`src/rtl/ws2812_frame_scheduler_if.sv`:
```
// Pixel RAM read port and encoder pixel stream used by the WS2812 frame scheduler.
interface ws2812_frame_scheduler_if #(
   parameter int ADDR_W = 8
);
   logic              mem_rd_en;
   logic              mem_bank;
   logic [ADDR_W-1:0] mem_rd_addr;
   logic [23:0]       mem_rd_data;
   logic [23:0]       pix_data;
   logic              pix_valid;
   logic              pix_ready;
   logic              enc_idle;

   modport master (
      output mem_rd_en, mem_bank, mem_rd_addr, pix_data, pix_valid,
      input  mem_rd_data, pix_ready, enc_idle
   );

   modport slave (
      input  mem_rd_en, mem_bank, mem_rd_addr, pix_data, pix_valid,
      output mem_rd_data, pix_ready, enc_idle
   );
endinterface

```
`src/rtl/ws2812_frame_scheduler.sv`:
```
// Round-robin WS2812 frame scheduler: fetches a frame of GRB pixels from the granted
// requester's RAM bank, streams them to the bit encoder, then holds the latch low time.
//
// state   | meaning
// IDLE    | no frame; arbitrate req
// FETCH   | mem_rd_en high, RAM reads pixel at addr
// CAPTURE | RAM data valid, register into pix_data
// PRESENT | pix_valid high until encoder accepts
// DRAIN   | wait for encoder to shift out the last bits
// LATCH   | hold line low for LATCH_CYCLES cycles
// DONE    | frame_done pulse, grant released
module ws2812_frame_scheduler #(
   parameter int NUM_LEDS     = 16,
   parameter int ADDR_W       = 8,
   parameter int LATCH_CYCLES = 15000,
   parameter int LATCH_W      = 14
) (
   input  logic       clk,
   input  logic       reset_n,
   input  logic [1:0] req,
   output logic [1:0] gnt,
   output logic       busy,
   output logic       frame_done,
   ws2812_frame_scheduler_if.master bus
);
   localparam logic [ADDR_W-1:0]  LAST_ADDR  = ADDR_W'(NUM_LEDS - 1);
   localparam logic [LATCH_W-1:0] LATCH_LAST = LATCH_W'(LATCH_CYCLES - 1);

   typedef enum logic [2:0] {IDLE, FETCH, CAPTURE, PRESENT, DRAIN, LATCH, DONE} state_t;

   state_t             state;
   logic               last;
   logic [ADDR_W-1:0]  addr;
   logic [LATCH_W-1:0] latch_cnt;
   logic               winner;

   // On contention the requester that did not own the previous frame wins.
   always_comb begin
      winner = 1'b0;
      case (req)
         2'b10:   winner = 1'b1;
         2'b11:   winner = ~last;
         default: winner = 1'b0;
      endcase
   end

   assign bus.mem_rd_addr = addr;

   always_ff @(posedge clk) begin
      if (!reset_n) begin
         state         <= IDLE;
         last          <= 1'b1;
         addr          <= '0;
         latch_cnt     <= '0;
         gnt           <= '0;
         busy          <= 1'b0;
         frame_done    <= 1'b0;
         bus.mem_rd_en <= 1'b0;
         bus.mem_bank  <= 1'b0;
         bus.pix_data  <= '0;
         bus.pix_valid <= 1'b0;
      end else begin
         frame_done    <= 1'b0;
         bus.mem_rd_en <= 1'b0;
         case (state)
            IDLE: begin
               if (req != 2'b00) begin
                  gnt           <= winner ? 2'b10 : 2'b01;
                  bus.mem_bank  <= winner;
                  addr          <= '0;
                  busy          <= 1'b1;
                  bus.mem_rd_en <= 1'b1;
                  state         <= FETCH;
               end
            end
            FETCH: state <= CAPTURE;
            CAPTURE: begin
               bus.pix_data  <= bus.mem_rd_data;
               bus.pix_valid <= 1'b1;
               state         <= PRESENT;
            end
            PRESENT: begin
               if (bus.pix_ready) begin
                  bus.pix_valid <= 1'b0;
                  if (addr == LAST_ADDR) begin
                     state <= DRAIN;
                  end else begin
                     addr          <= addr + ADDR_W'(1);
                     bus.mem_rd_en <= 1'b1;
                     state         <= FETCH;
                  end
               end
            end
            DRAIN: begin
               if (bus.enc_idle) begin
                  latch_cnt <= '0;
                  state     <= LATCH;
               end
            end
            LATCH: begin
               if (latch_cnt == LATCH_LAST) begin
                  frame_done <= 1'b1;
                  last       <= gnt[1];
                  gnt        <= '0;
                  state      <= DONE;
               end else begin
                  latch_cnt <= latch_cnt + LATCH_W'(1);
               end
            end
            DONE: begin
               busy  <= 1'b0;
               state <= IDLE;
            end
            default: state <= IDLE;
         endcase
      end
   end
endmodule

```
`src/flat_wrapper.sv`:
```
// flat-port wrapper written by rule: the top's interface ports become plain ports
module ws2812_frame_scheduler_flat 
#(
   parameter int NUM_LEDS     = 16,
   parameter int ADDR_W       = 8,
   parameter int LATCH_CYCLES = 15000,
   parameter int LATCH_W      = 14
)
  (clk, reset_n, req, gnt, busy, frame_done, bus_mem_rd_en, bus_mem_bank, bus_mem_rd_addr, bus_pix_data, bus_pix_valid, bus_mem_rd_data, bus_pix_ready, bus_enc_idle);
  ws2812_frame_scheduler_if #(.ADDR_W(ADDR_W)) bus_i ();
  input  logic clk;
  input  logic reset_n;
  input  logic [1:0] req;
  output logic [1:0] gnt;
  output logic busy;
  output logic frame_done;
  output wire logic [$bits(bus_i.mem_rd_en)-1:0] bus_mem_rd_en;
  output wire logic [$bits(bus_i.mem_bank)-1:0] bus_mem_bank;
  output wire logic [$bits(bus_i.mem_rd_addr)-1:0] bus_mem_rd_addr;
  output wire logic [$bits(bus_i.pix_data)-1:0] bus_pix_data;
  output wire logic [$bits(bus_i.pix_valid)-1:0] bus_pix_valid;
  input wire logic [$bits(bus_i.mem_rd_data)-1:0] bus_mem_rd_data;
  input wire logic [$bits(bus_i.pix_ready)-1:0] bus_pix_ready;
  input wire logic [$bits(bus_i.enc_idle)-1:0] bus_enc_idle;
  assign bus_mem_rd_en = bus_i.mem_rd_en;
  assign bus_mem_bank = bus_i.mem_bank;
  assign bus_mem_rd_addr = bus_i.mem_rd_addr;
  assign bus_pix_data = bus_i.pix_data;
  assign bus_pix_valid = bus_i.pix_valid;
  assign bus_i.mem_rd_data = bus_mem_rd_data;
  assign bus_i.pix_ready = bus_pix_ready;
  assign bus_i.enc_idle = bus_enc_idle;
  ws2812_frame_scheduler #(.NUM_LEDS(NUM_LEDS), .ADDR_W(ADDR_W), .LATCH_CYCLES(LATCH_CYCLES), .LATCH_W(LATCH_W)) u_core (.clk(clk), .reset_n(reset_n), .req(req), .gnt(gnt), .busy(busy), .frame_done(frame_done), .bus(bus_i));
endmodule
```
`config.mk`:
```
export PLATFORM = sky130hd
export DESIGN_NAME = ws2812_frame_scheduler_flat
export DESIGN_NICKNAME = d
export VERILOG_FILES = /design/src/rtl/ws2812_frame_scheduler_if.sv /design/src/rtl/ws2812_frame_scheduler.sv /design/src/flat_wrapper.sv
export SDC_FILE = /design/constraint.sdc
export NUM_CORES = 1
export LEC_CHECK = 0
export ABC_AREA = 1
export CORE_MARGIN = 4
export CORE_UTILIZATION = 25
export DETAILED_ROUTE_END_ITERATION = 8
export HOLD_SLACK_MARGIN = 0.12
export PLACE_DENSITY = 0.49
export SYNTH_ARGS = -nofsm -noshare
export SYNTH_HDL_FRONTEND = slang
export SYNTH_SLANG_ARGS = --single-unit
```
`constraint.sdc`:
```
create_clock -name clk -period 4.4 [get_ports clk]
set_input_delay 0.88 -clock clk [delete_from_list [all_inputs] [get_ports clk]]
set_output_delay 0.88 -clock clk [all_outputs]
set_load 0.01 [all_outputs]
```
==> summary.txt <==
Yosys
  • Cell area after synthesis: 2698 sq um
  • Post-synthesis cell count: 390
  • Flops & latches, synth: 57
  • Yosys top cell by area: dfxtp_1
  • Syn nets: ~420
  • Yosys cell types: 30
  • Ys async rst share: 0%
  • Register area share after synthesis: 42.30%
  • Area contributors post-synth: dfxtp_1 (42%), nor2_1 (13%), nand2_1 (9.3%)
  • Post-synth top area share: 42.30%
  • Post-synth top flop: dfxtp_1
  • Yosys warns: 0
  • Post-synth EDFFs: 0
  • Syn_area_per_cell: between 6 and 7 sq um

Timing
  • Hold Slack: 473.1 ps
  • Fin Clk Skew: 7.662 ps
  • RSZ-0062 raised after global routing: false
  • Period minus WS final: 2276 ps
  • Worst Max-Slew Pin Slew: roughly 730 ps
  • Max-slew headroom at the worst pin: 51.18%
  • Final Setup Violations: 0
  • Total Neg Setup Slack: 0 ps
  • Final Max Slew Viols: 0
  • FMAX: 0.4394 GHz
  • Hold violation count in the final report: 0
  • Tcrit/Tclk final: ~52%

Layout
  • Syn-to-layout area delta: 38.59%
  • Antenna cells: 0
  • FF/Latch Area: 1141 sq um
  • Share of cells above drive strength 1: 8.798%
  • Nets: 493
  • Multi-input logic area: ~1400 sq um
  • Fillers: 1144
  • Final instance area: around 3700 sq um

Route
  • First drt pass iteration count: 4
  • DR iter-0 viols: 70
  • Wire length per cell: 12.13 um
  • Met1 Wirelength: 3376 um
  • Top sig layer: met4
  • Avg Vias per Cell: 4.395
  • Routed Antenna Nets: 0
  • Routed length on met2: 3240 um
  • Residual DRC count: 0
  • Detailed Route WL: 7300 um
  • Total number of vias: 2646
  • Met3 WL: about 620 um

Clocking
  • Clk root buf: clkbuf_8
  • Clk pin slew, worst setup/hold paths: roughly 70 ps
  • CTS sink cnt: 57
  • CTS tree: built
  • CTS Buffer Depth: 2
  • Setup Fix Bufs, Post-CTS: 0
  • # hold bufs at CTS: 0
  • Clk_lat worst skew: 330 ps
  • Post_cts resized: 0
  • H-tree depth: 3
  • Cts bufs inserted: 9

Worst setup path
  • Data arrival, critical path: 1400 ps
  • Critical setup path kind: reg2out
  • Crit path largest cell delay: 590 ps
  • CP max FO: 7
  • Critical Path Stages: 1
  • Type of origin of the critical path: register
  • CP max-delay cell: clkdlybuf4s50_1
  • Top Family by Delay on Critical Path: buffers and inverters
  • R2R Setup Slk: 2520 ps
  • Worst path buffer plus inverter count: 1
  • Crit end category: output port
  • Origin of the critical flop-to-flop path: u_core.bus.mem_rd_addr[0]$_SDFFE_PN0P_
  • Critical Path RT: 3520 ps
  • Cell Chain, Critical Path: clkdlybuf4s50_1
  • Reg2reg path depth: 10
  • Crit path launch: u_core.bus.mem_rd_addr[0]$_SDFFE_PN0P_

Die
  • Core footprint: about 10000 sq um
  • Die area: 12520 sq um
  • I/O pin count: 69
  • Die X: around 110 um
  • Die Y: ~110 um
  • Cell row count: 37
  • Initial Util: about a quarter

Worst hold path
  • HP Class: reg2reg
  • Cells on Worst Hold Path: 2
  • Hold_sp: u_core.last$_SDFFE_PN1P_

Power
  • Sequential power share: 36.4%
  • Leakage: 1.466 nW
  • Sw Ratio: 34.07%
  • Clk pwr share: 29.2%
  • Net Switching: 0.6607 mW
  • Comb pwr share: 34.3%
  • Internal Power: about 1.3 mW
  • Max IR drop VDD: 204.0 uV
  • Pwr Density: ~520 nW/um^2

Placement
  • Dpl hpwl: approximately 5300 um
  • Port Buffers: 68
  • GPL Wtd Cong: 0.7835
  • Placement Cell Area: 3508 sq um

Status
  • Status: completed

Job
  • MaxCap Viol Count: 0

Global routing
  • GRT Total Usage: 11.71%
  • First-pass GRT wire length: 12030 um
  • Gr ovfl total: 0
  • Largest net degree at the start of global routing: 35
  • Number of global-route vias before repair: roughly 2500
  • Initial antenna violation count: 0
final cells by class:
class | instances | area share (%)
multi-input cells | 284 | 36.24
clock buffers | 12 | 4.150
flip-flops and latches | 57 | 30.52
clock inverters | 4 | 2.008
repair buffers | 70 | 18.61
inverters | 39 | 3.916
well taps | 136 | 4.552
worst paths after layout:
kind	end
worst max-delay path	bus_mem_rd_addr[0]
worst max register to register	u_core.bus.mem_rd_addr[5]$_SDFFE_PN0P_
worst min-delay path	u_core.last$_SDFFE_PN1P_
worst min register to register	u_core.last$_SDFFE_PN1P_
layer usage:
layer	GRT usage [%]	vias to the layer above
met5	0	-
met4	2.839	0
met3	5.489	5
met2	19.42	59
met1	13.70	1188
li1	-	1394
cell families after synthesis:
kind of cell / share of synthesized area (%)
buf+inv: 7.467
flops: 42.30
compound gates: 12.38
fa+ha+maj: 0.9275
simple gates: 36.27
xor+xnor: 0.6495
cell usage after synthesis (2+ instances only):
library cell	n
nand3_1	32
nor2_1	90
a21oi_1	21
nor3_1	5
or2_2	2
nand2_1	67
nand2_2	3
nand2_4	3
a21oi_2	4
o21ai_0	33
nand4_1	5
dfxtp_1	57
nor2_2	4
nor2_4	5
clkbuf_1	6
ha_1	2
buf_2	2
inv_1	37
sequential cells by signal, indices dropped and copies added, names as in the netlist:
register / flops
u_core.bus.mem_bank: 1
u_core.state: 3
u_core.gnt: 2
u_core.bus.pix_valid: 1
u_core.bus.pix_data: 24
u_core.bus.mem_rd_addr: 8
u_core.latch_cnt: 14
u_core.busy: 1
u_core.frame_done: 1
u_core.bus.mem_rd_en: 1
u_core.last: 1
metrics by stage:
stage / instances / power [mW] / setup slack [ps] / utilization [%]
6_report: 602 / 1.939 / 2124 / 35.89
5_1_grt: 602 / 2.086 / 1988 / 35.89
4_1_cts: 602 / 1.973 / 2095 / 35.89
3_5_place_dp: 586 / 1.391 / 1778 / 33.68
3_3_place_gp: 586 / 1.393 / 1783 / 33.68
2_1_floorplan: 390 / 1.096 / 2753 / -
placed cells by master (no fill, tap or decap), types with 2 or more instances in the layout:
master	synthesis	final
inv_1	37	37
nand2_1	67	67
ha_1	2	2
o21ai_0	33	33
nor3_1	5	5
dfxtp_1	57	57
nor2_1	90	90
clkbuf_8	0	11
nor2_2	4	4
nand2_2	3	3
buf_4	1	2
clkinvlp_4	0	2
clkdlybuf4s50_1	0	68
nor2_4	5	5
a21oi_1	21	21
nand4_1	5	5
a21oi_2	4	4
nand3_1	32	32
nand2_4	3	3
or2_2	2	2
bufinv_16	0	2
power groups by stage:
| stage | sequential [mW] | combinational, mW | clock [mW] |
|---|---|---|---|
| floorplan | 0.749 | 0.347 | 0 |
| global placement | 0.715 | 0.677 | 0 |
| detailed placement | 0.717 | 0.674 | 0 |
| CTS | 0.708 | 0.678 | 0.587 |
| global route | 0.723 | 0.750 | 0.613 |
| finish | 0.706 | 0.666 | 0.567 |
Power figures use the tool's default switching activity.
